### config.mk
export PLATFORM = sky130hd
export DESIGN_NAME = alu_dispatch_flat
export DESIGN_NICKNAME = d
export VERILOG_FILES = /design/src/rtl/alu_dispatch_if.sv /design/src/rtl/alu_dispatch.sv /design/src/flat_wrapper.sv
export SDC_FILE = /design/constraint.sdc
export NUM_CORES = 1
export LEC_CHECK = 0
export CORE_UTILIZATION = 34
export DETAILED_ROUTE_END_ITERATION = 10
export PLACE_DENSITY = 0.86
export SLEW_MARGIN = 10
export SYNTH_ARGS = -nofsm -noshare
export SYNTH_HDL_FRONTEND = slang
export SYNTH_SLANG_ARGS = --single-unit
### constraint.sdc
create_clock -name clk -period 1.93 [get_ports clk]
set_input_delay 0.386 -clock clk [delete_from_list [all_inputs] [get_ports clk]]
set_output_delay 0.386 -clock clk [all_outputs]
set_load 0.01 [all_outputs]
### src/rtl/alu_dispatch_if.sv
// rtl/alu_dispatch_if.sv - command/response handshake bundle for alu_dispatch
// Controller side is the master; the dispatcher is the slave.
interface alu_dispatch_if #(
  parameter int IN_WIDTH  = 16,
  parameter int RES_WIDTH = 17
);
  logic                 cmd_valid;
  logic                 cmd_ready;
  logic [3:0]           cmd_fun;
  logic [IN_WIDTH-1:0]  cmd_a;
  logic [IN_WIDTH-1:0]  cmd_b;
  logic [RES_WIDTH-1:0] res_data;
  logic                 res_err;
  logic                 res_valid;
  logic                 res_ready;

  modport master (
    output cmd_valid, cmd_fun, cmd_a, cmd_b, res_ready,
    input  cmd_ready, res_data, res_err, res_valid
  );

  modport slave (
    input  cmd_valid, cmd_fun, cmd_a, cmd_b, res_ready,
    output cmd_ready, res_data, res_err, res_valid
  );
endinterface

### src/rtl/alu_dispatch.sv
// rtl/alu_dispatch.sv - single-outstanding ALU command sequencer with timeout guard
// Accepts a command, enables one function unit, waits for its flag and returns the result.
module alu_dispatch #(
  parameter int IN_WIDTH  = 16,
  parameter int RES_WIDTH = 17,
  parameter int TIMEOUT   = 8
) (
  input  logic                 clk,
  input  logic                 rst,
  alu_dispatch_if.slave        bus,
  output logic [IN_WIDTH-1:0]  o_op_a,
  output logic [IN_WIDTH-1:0]  o_op_b,
  output logic [1:0]           o_alu_fun_sub,
  output logic                 o_arith_en,
  output logic                 o_logic_en,
  output logic                 o_cmp_en,
  output logic                 o_shift_en,
  input  logic [RES_WIDTH-1:0] i_arith_out,
  input  logic [RES_WIDTH-1:0] i_logic_out,
  input  logic [RES_WIDTH-1:0] i_cmp_out,
  input  logic [RES_WIDTH-1:0] i_shift_out,
  input  logic                 i_arith_flag,
  input  logic                 i_logic_flag,
  input  logic                 i_cmp_flag,
  input  logic                 i_shift_flag
);
  localparam int CNT_W = (TIMEOUT > 2) ? $clog2(TIMEOUT) : 1;
  localparam logic [CNT_W-1:0] LAST = CNT_W'(TIMEOUT - 1);

  typedef enum logic [1:0] {S_IDLE, S_EXEC, S_RESP} state_t;

  state_t               r_state, w_state;
  logic [IN_WIDTH-1:0]  r_op_a, w_op_a;
  logic [IN_WIDTH-1:0]  r_op_b, w_op_b;
  logic [1:0]           r_fun_sub, w_fun_sub;
  logic [1:0]           r_sel, w_sel;
  logic [3:0]           r_en, w_en;
  logic [CNT_W-1:0]     r_cnt, w_cnt;
  logic [RES_WIDTH-1:0] r_res_data, w_res_data;
  logic                 r_res_err, w_res_err;
  logic                 r_res_valid, w_res_valid;
  logic                 w_flag;
  logic [RES_WIDTH-1:0] w_unit_out;

  // Only the unit chosen at accept time is observed; stray flags are ignored.
  always_comb begin
    w_flag     = 1'b0;
    w_unit_out = '0;
    case (r_sel)
      2'd0: begin w_flag = i_arith_flag; w_unit_out = i_arith_out; end
      2'd1: begin w_flag = i_logic_flag; w_unit_out = i_logic_out; end
      2'd2: begin w_flag = i_cmp_flag;   w_unit_out = i_cmp_out;   end
      default: begin w_flag = i_shift_flag; w_unit_out = i_shift_out; end
    endcase
  end

  always_comb begin
    w_state     = r_state;
    w_op_a      = r_op_a;
    w_op_b      = r_op_b;
    w_fun_sub   = r_fun_sub;
    w_sel       = r_sel;
    w_en        = r_en;
    w_cnt       = r_cnt;
    w_res_data  = r_res_data;
    w_res_err   = r_res_err;
    w_res_valid = r_res_valid;
    case (r_state)
      S_IDLE: begin
        if (bus.cmd_valid) begin
          w_op_a    = bus.cmd_a;
          w_op_b    = bus.cmd_b;
          w_fun_sub = bus.cmd_fun[1:0];
          w_sel     = bus.cmd_fun[3:2];
          w_en      = 4'b0001 << bus.cmd_fun[3:2];
          w_cnt     = '0;
          w_state   = S_EXEC;
        end
      end
      S_EXEC: begin
        // Flag is tested first so a flag on the last allowed edge still completes.
        if (w_flag) begin
          w_res_data  = w_unit_out;
          w_res_err   = 1'b0;
          w_en        = '0;
          w_res_valid = 1'b1;
          w_state     = S_RESP;
        end else if (r_cnt == LAST) begin
          w_res_data  = '0;
          w_res_err   = 1'b1;
          w_en        = '0;
          w_res_valid = 1'b1;
          w_state     = S_RESP;
        end else begin
          w_cnt = r_cnt + 1'b1;
        end
      end
      S_RESP: begin
        if (bus.res_ready) begin
          w_res_valid = 1'b0;
          w_state     = S_IDLE;
        end
      end
      default: w_state = S_IDLE;
    endcase
  end

  always_ff @(posedge clk) begin
    if (rst) begin
      r_state     <= S_IDLE;
      r_op_a      <= '0;
      r_op_b      <= '0;
      r_fun_sub   <= '0;
      r_sel       <= '0;
      r_en        <= '0;
      r_cnt       <= '0;
      r_res_data  <= '0;
      r_res_err   <= 1'b0;
      r_res_valid <= 1'b0;
    end else begin
      r_state     <= w_state;
      r_op_a      <= w_op_a;
      r_op_b      <= w_op_b;
      r_fun_sub   <= w_fun_sub;
      r_sel       <= w_sel;
      r_en        <= w_en;
      r_cnt       <= w_cnt;
      r_res_data  <= w_res_data;
      r_res_err   <= w_res_err;
      r_res_valid <= w_res_valid;
    end
  end

  assign bus.cmd_ready = (r_state == S_IDLE);
  assign bus.res_data  = r_res_data;
  assign bus.res_err   = r_res_err;
  assign bus.res_valid = r_res_valid;
  assign o_op_a        = r_op_a;
  assign o_op_b        = r_op_b;
  assign o_alu_fun_sub = r_fun_sub;
  assign o_arith_en    = r_en[0];
  assign o_logic_en    = r_en[1];
  assign o_cmp_en      = r_en[2];
  assign o_shift_en    = r_en[3];
endmodule

### src/flat_wrapper.sv
// flat-port wrapper written by rule: the top's interface ports become plain ports
module alu_dispatch_flat 
#(
  parameter int IN_WIDTH  = 16,
  parameter int RES_WIDTH = 17,
  parameter int TIMEOUT   = 8
)
  (clk, rst, o_op_a, o_op_b, o_alu_fun_sub, o_arith_en, o_logic_en, o_cmp_en, o_shift_en, i_arith_out, i_logic_out, i_cmp_out, i_shift_out, i_arith_flag, i_logic_flag, i_cmp_flag, i_shift_flag, bus_cmd_valid, bus_cmd_fun, bus_cmd_a, bus_cmd_b, bus_res_ready, bus_cmd_ready, bus_res_data, bus_res_err, bus_res_valid);
  alu_dispatch_if #(.IN_WIDTH(IN_WIDTH), .RES_WIDTH(RES_WIDTH)) bus_i ();
  input  logic clk;
  input  logic rst;
  output logic [IN_WIDTH-1:0] o_op_a;
  output logic [IN_WIDTH-1:0] o_op_b;
  output logic [1:0] o_alu_fun_sub;
  output logic o_arith_en;
  output logic o_logic_en;
  output logic o_cmp_en;
  output logic o_shift_en;
  input  logic [RES_WIDTH-1:0] i_arith_out;
  input  logic [RES_WIDTH-1:0] i_logic_out;
  input  logic [RES_WIDTH-1:0] i_cmp_out;
  input  logic [RES_WIDTH-1:0] i_shift_out;
  input  logic i_arith_flag;
  input  logic i_logic_flag;
  input  logic i_cmp_flag;
  input  logic i_shift_flag;
  input wire logic [$bits(bus_i.cmd_valid)-1:0] bus_cmd_valid;
  input wire logic [$bits(bus_i.cmd_fun)-1:0] bus_cmd_fun;
  input wire logic [$bits(bus_i.cmd_a)-1:0] bus_cmd_a;
  input wire logic [$bits(bus_i.cmd_b)-1:0] bus_cmd_b;
  input wire logic [$bits(bus_i.res_ready)-1:0] bus_res_ready;
  output wire logic [$bits(bus_i.cmd_ready)-1:0] bus_cmd_ready;
  output wire logic [$bits(bus_i.res_data)-1:0] bus_res_data;
  output wire logic [$bits(bus_i.res_err)-1:0] bus_res_err;
  output wire logic [$bits(bus_i.res_valid)-1:0] bus_res_valid;
  assign bus_i.cmd_valid = bus_cmd_valid;
  assign bus_i.cmd_fun = bus_cmd_fun;
  assign bus_i.cmd_a = bus_cmd_a;
  assign bus_i.cmd_b = bus_cmd_b;
  assign bus_i.res_ready = bus_res_ready;
  assign bus_cmd_ready = bus_i.cmd_ready;
  assign bus_res_data = bus_i.res_data;
  assign bus_res_err = bus_i.res_err;
  assign bus_res_valid = bus_i.res_valid;
  alu_dispatch #(.IN_WIDTH(IN_WIDTH), .RES_WIDTH(RES_WIDTH), .TIMEOUT(TIMEOUT)) u_core (.clk(clk), .rst(rst), .bus(bus_i), .o_op_a(o_op_a), .o_op_b(o_op_b), .o_alu_fun_sub(o_alu_fun_sub), .o_arith_en(o_arith_en), .o_logic_en(o_logic_en), .o_cmp_en(o_cmp_en), .o_shift_en(o_shift_en), .i_arith_out(i_arith_out), .i_logic_out(i_logic_out), .i_cmp_out(i_cmp_out), .i_shift_out(i_shift_out), .i_arith_flag(i_arith_flag), .i_logic_flag(i_logic_flag), .i_cmp_flag(i_cmp_flag), .i_shift_flag(i_shift_flag));
endmodule
# Word level (Yosys, flattened, before mapping)
# Index checks and enable logic that the tools add are counted.
[word_totals] latchBits=0 output_inout_bits=58 regBits=64 romBits=0 ramBits=0 memories=0 in_bits=112
[op_classes] mul=0 n_addsub=1 div_mod_pow=0 shifts=1 order_cmp=0 mux=22 reduce_logical=11 eq_ne=10 n_bitwise=0
[ops] op="17-bit case mux with 3 select lines" n=1
[ops] op="17-bit two-way mux" n=2
[ops] op="4-bit two-way mux" n=3
[ops] op="3-bit two-way mux" n=3
[ops] op="3-bit AND reduction" n=3
[ops] op="2-bit two-way mux" n=4
[ops] op="2-bit inequality test (second input constant)" n=4
[ops] op="4-bit case mux with 2 select lines" n=1
[ops] op="2-bit case mux with 3 select lines" n=1
[ops] op="3-bit case mux with 2 select lines" n=1
[ops] op="2-bit nonzero test" n=3
[ops] op="2-bit by 1-bit equality test with 1-bit output (second input constant)" n=2
[ops] op="2-bit equality test (second input constant)" n=2
[ops] op="2-bit zero test" n=2
[ops] op="1-bit two-way mux" n=4
[ops] op="2-bit AND reduction" n=2
[ops] op="4-bit AND reduction" n=1
[ops] op="1-bit by 2-bit left shift with 4-bit output (first input constant)" n=1
[ops] op="3-bit by 1-bit adder with 3-bit output (second input constant)" n=1
[ops] op="3-bit equality test (second input constant)" n=1
[ops] op="3-bit by 1-bit inequality test with 1-bit output (second input constant)" n=1
[ops] op="1-bit case mux with 3 select lines" n=1
[ops] op="1-bit case mux with 2 select lines" n=1

# Longest topological paths before layout
[logic_depth] ltp_word=4 mapped_depth=6 mapped_depth_nobuf=5

# Least setup slack after synthesis
# OpenSTA, ideal clock, no wires.
[synth_timing] path_kind="register to register" from="register u_core.r_sel[0]" to="register u_core.r_cnt[0]" setup_time_ps=74 required_ps=1856 period_less_slack_ps=1786 path_stages_with_launch=6 n_path_buf=2 slack_ps=144 t_arrival_ps=1712 path_cell_list="dfxtp_1 -> buf_6 -> mux4_2 -> buf_6 -> or4b_1 -> a31oi_1"
[synth_via] elab_chain_len=4 word_cells_on_any_way=6 cone_classes="3 x eq/ne; 1 x mux; 2 x reduce/logical"
[synth_rtl] element="start: declaration" line_no="alu_dispatch.sv:36" source="logic [1:0] r_sel, w_sel;"
[synth_rtl] element="start signal: assignment" line_no="alu_dispatch.sv:125" source="r_sel <= w_sel;"
[synth_rtl] element="2-bit equality test (tied with other cells)" line_no="alu_dispatch.sv:49" source="case (r_sel)"
[synth_rtl] element="1-bit case mux with 3 select lines *" line_no="alu_dispatch.sv:49"
[synth_rtl] element="2-bit inequality test (no source line) *"
[synth_rtl] element="4-bit AND reduction (no source line) *"
[synth_rtl] element="end signal: assignment" line_no="alu_dispatch.sv:127" source="r_cnt <= w_cnt;"
[synth_rtl] element="end: declaration" line_no="alu_dispatch.sv:38" source="logic [CNT_W-1:0] r_cnt, w_cnt;"
# Every way passes the cells marked *; elsewhere a longest branch is shown, timed or not.
# A chain may end at the register's enable or synchronous reset.

# Final worst setup path
[layout_timing] from="register u_core.r_state[0]" to="output port bus_cmd_ready"
[layout_via] elab_chain_len=1
[layout_rtl] element="start: declaration" line_no="alu_dispatch.sv:32" source="state_t r_state, w_state;"
[layout_rtl] element="start signal: assignment" line_no="alu_dispatch.sv:121" source="r_state <= w_state;"
[layout_rtl] element="2-bit zero test" line_no="alu_dispatch.sv:134" source="assign bus.cmd_ready = (r_state == S_IDLE);"
[layout_rtl] element="end: declaration" line_no="flat_wrapper.sv:32" source="output wire logic [$bits(bus_i.cmd_ready)-1:0] bus_cmd_ready;"
# Every way passes these cells.

==> results.tsv <==
metric	value	unit
clock_sinks	64	
yosys_warnings	0	
htreeDepth	3	
fin_nets	592	
path_cells	nor2_1, clkdlybuf4s50_1	
hold_viol	0	
fin_ws	162	ps
fillCellCount	698	
wirelength	8670	um
p_leak	1.85	nW
remaining_drc_errors	0	
grt_pass1_vias	2961	
ys_ff_latch	64	
die-area	8820	um^2
insertedDiodeCount	0	
antenna_found_initial	0	
fmax	565	MHz
p_per_area	711	nW/um^2
ir_drop	0.364	mV
synth_top_area_share	0.446	
cts_buffers	9	
final_layout_size_suffix_gt1_frac	0.0890	
drv_cap	0	
clkTransAtPathRegs	70	ps
cts_root_buffer	clkbuf_8	
grt_pass1_wl	13800	um
pwr-share-comb	0.226	
ant_nets	0	
finalCoreUtilization	0.604	
syn_inst	311	
fin_crit	1770	ps
min_path_cells	2	
cts_hold_buf	0	
synth_edf_count	0	
crit_family	buffers and inverters	
layout_common_cells	clkdlybuf4s50_1 (168), nand2_1 (78), dfxtp_1 (62)	
synth_area	2870	um^2
status	finished, final reports clean	
relSlewSlack	0.737	
crit_path_max_fanout	12	
gr-total-overflow	0	
num_rows	33	
synth.area.top_cells	dfxtp_1 (45%), nand2_1 (10%), mux4_2 (9.4%), a21oi_1 (6.8%), mux4_1 (5.5%)	
vias	2917	
path_class	flop to output pin	
grt_max_degree	40	
multi_input_area	1350	um^2
netlist-cell-type-count	33	
syn_nets	425	
cts_tree	built	
postSynthAreaPerCell	9.23	um^2
power_frac_seq	0.414	
cp-end-kind	output pin	
clock_power_share	0.360	
cp.depth	2	
dp_slack	-163	ps
crit_arrival	1380	ps
path_buf_inv	1	
min_period_over_period	0.916	
core	8180	um^2
fp.dieH	93.9	um
grtUsageTotal	0.203	
fin_skew	8.75	ps
power.internal	0.00266	W
gp_congestion	0.828	
vias_per_cell	4.96	
portBuffers	169	
critPathMaxStageDelay	540	ps
required	1540	ps
p_sw	0.000854	W
cp-start-kind	flop	
slowest_stage	clkdlybuf4s50_1	
synthArstFlopShare	0	
setup_violations	0	
wl_per_cell	14.7	um
swShare	0.243	
ios	170	
first_pass_iters	4	
r2r_cells	5	
clk-insertion-delay-late	330	ps
dp_hpwl	6460	um
final_common_cell	clkdlybuf4s50_1	
cts_buffer_depth	2	
start_util	0.351	
tightest_slew	394	ps
syn2layout_area_growth	72.0	%
postCtsSetupBuffers	0	
rsz0062_at_grt	no	
cts_resized	0	
drtIter0Drc	73	
ys_seq_area_frac	0.446	
yosysTopAreaCell	dfxtp_1	
timing.final.max_slew_violations	0	
min_path_type	flop to flop	
synth_top_flop_cell	dfxtp_1	
seq_area	1280	um^2
fp.dieW	93.9	um
## worst reg2reg max path, cell delays in order (launching register included)
cell     delay [ps]
dfxtp_1         340
ha_1            210
ha_1            270
or4bb_1         460
o32a_1          320
nand2_1          80
## routing by layer
metal | wire (um) | share of wire | GRT usage
met4 | 214 | 0.025 | 0.0910
met3 | 548 | 0.063 | 0.0502
met2 | 4640 | 0.54 | 0.386
met5 | 0 | 0 | 0
met1 | 3270 | 0.38 | 0.207
## power groups by stage
stage	Sequential (W)	Combinational, W	Clock, W
after detailed placement	0.00148	0.000797	0
final	0.00145	0.000794	0.00126
after floorplan	0.00150	0.000302	0
after global placement	0.00148	0.000776	0
after CTS	0.00145	0.000799	0.00129
after global routing	0.00146	0.000857	0.00136
## synth_stat cells (all sizes together), types with 3 or more instances
cell type / n
clkbuf: 18
o21ai: 3
mux4: 18
inv: 35
buf: 7
a21oi: 39
a41o: 3
dfxtp: 64
o32ai: 17
nand2: 78
## sequential cells by signal, indices dropped and copies added, names as in the netlist, 2 cells and up
register	flops
u_core.o_alu_fun_sub	2
u_core.r_en	4
u_core.bus.res_data	17
u_core.o_op_b	16
u_core.r_cnt	3
u_core.r_state	2
u_core.o_op_a	16
u_core.r_sel	2
## metrics by stage
stage | area (um^2) | instances | hold slack [ps] | power (W) | TNS, ps
after global placement | 4720 | 572 | 442 | 0.00225 | -1070
final | 4940 | 588 | 452 | 0.00351 | 0
after detailed placement | 4720 | 572 | 446 | 0.00228 | -2780
after floorplan | 2870 | 311 | 457 | 0.00181 | 0
after global routing | 4940 | 588 | 471 | 0.00368 | 0
after CTS | 4940 | 588 | 455 | 0.00354 | 0
## path summary, 6_finish.rpt
kind | startpoint | endpoint | slack (ps)
max | u_core.r_state[0] | bus_cmd_ready | 160
min | u_core.o_op_b[11] | u_core.o_op_b[11] | 450
max reg2reg | u_core.r_cnt[0] | u_core.r_cnt[2] | 190
min reg2reg | u_core.o_op_b[11] | u_core.o_op_b[11] | 450
## kinds of logic (layout without fill, tap and decap cells)
family	Yosys count	count (layout)	share of synthesized area
compound gates	72	72	0.164
fa+ha+maj	2	2	0.00871
buf+inv	60	232	0.0854
mux	18	18	0.149
simple gates	95	95	0.147
flops	64	64	0.446
## layout make-up
class                   count  area share
inverters                  35      0.0266
repair buffers            181       0.370
multi-input cells         187       0.274
well taps                 105      0.0266
clock buffers              13      0.0301
flip-flops and latches     64       0.260
clock inverters             3      0.0132
No activity file was read; power rests on OpenSTA's default activity.
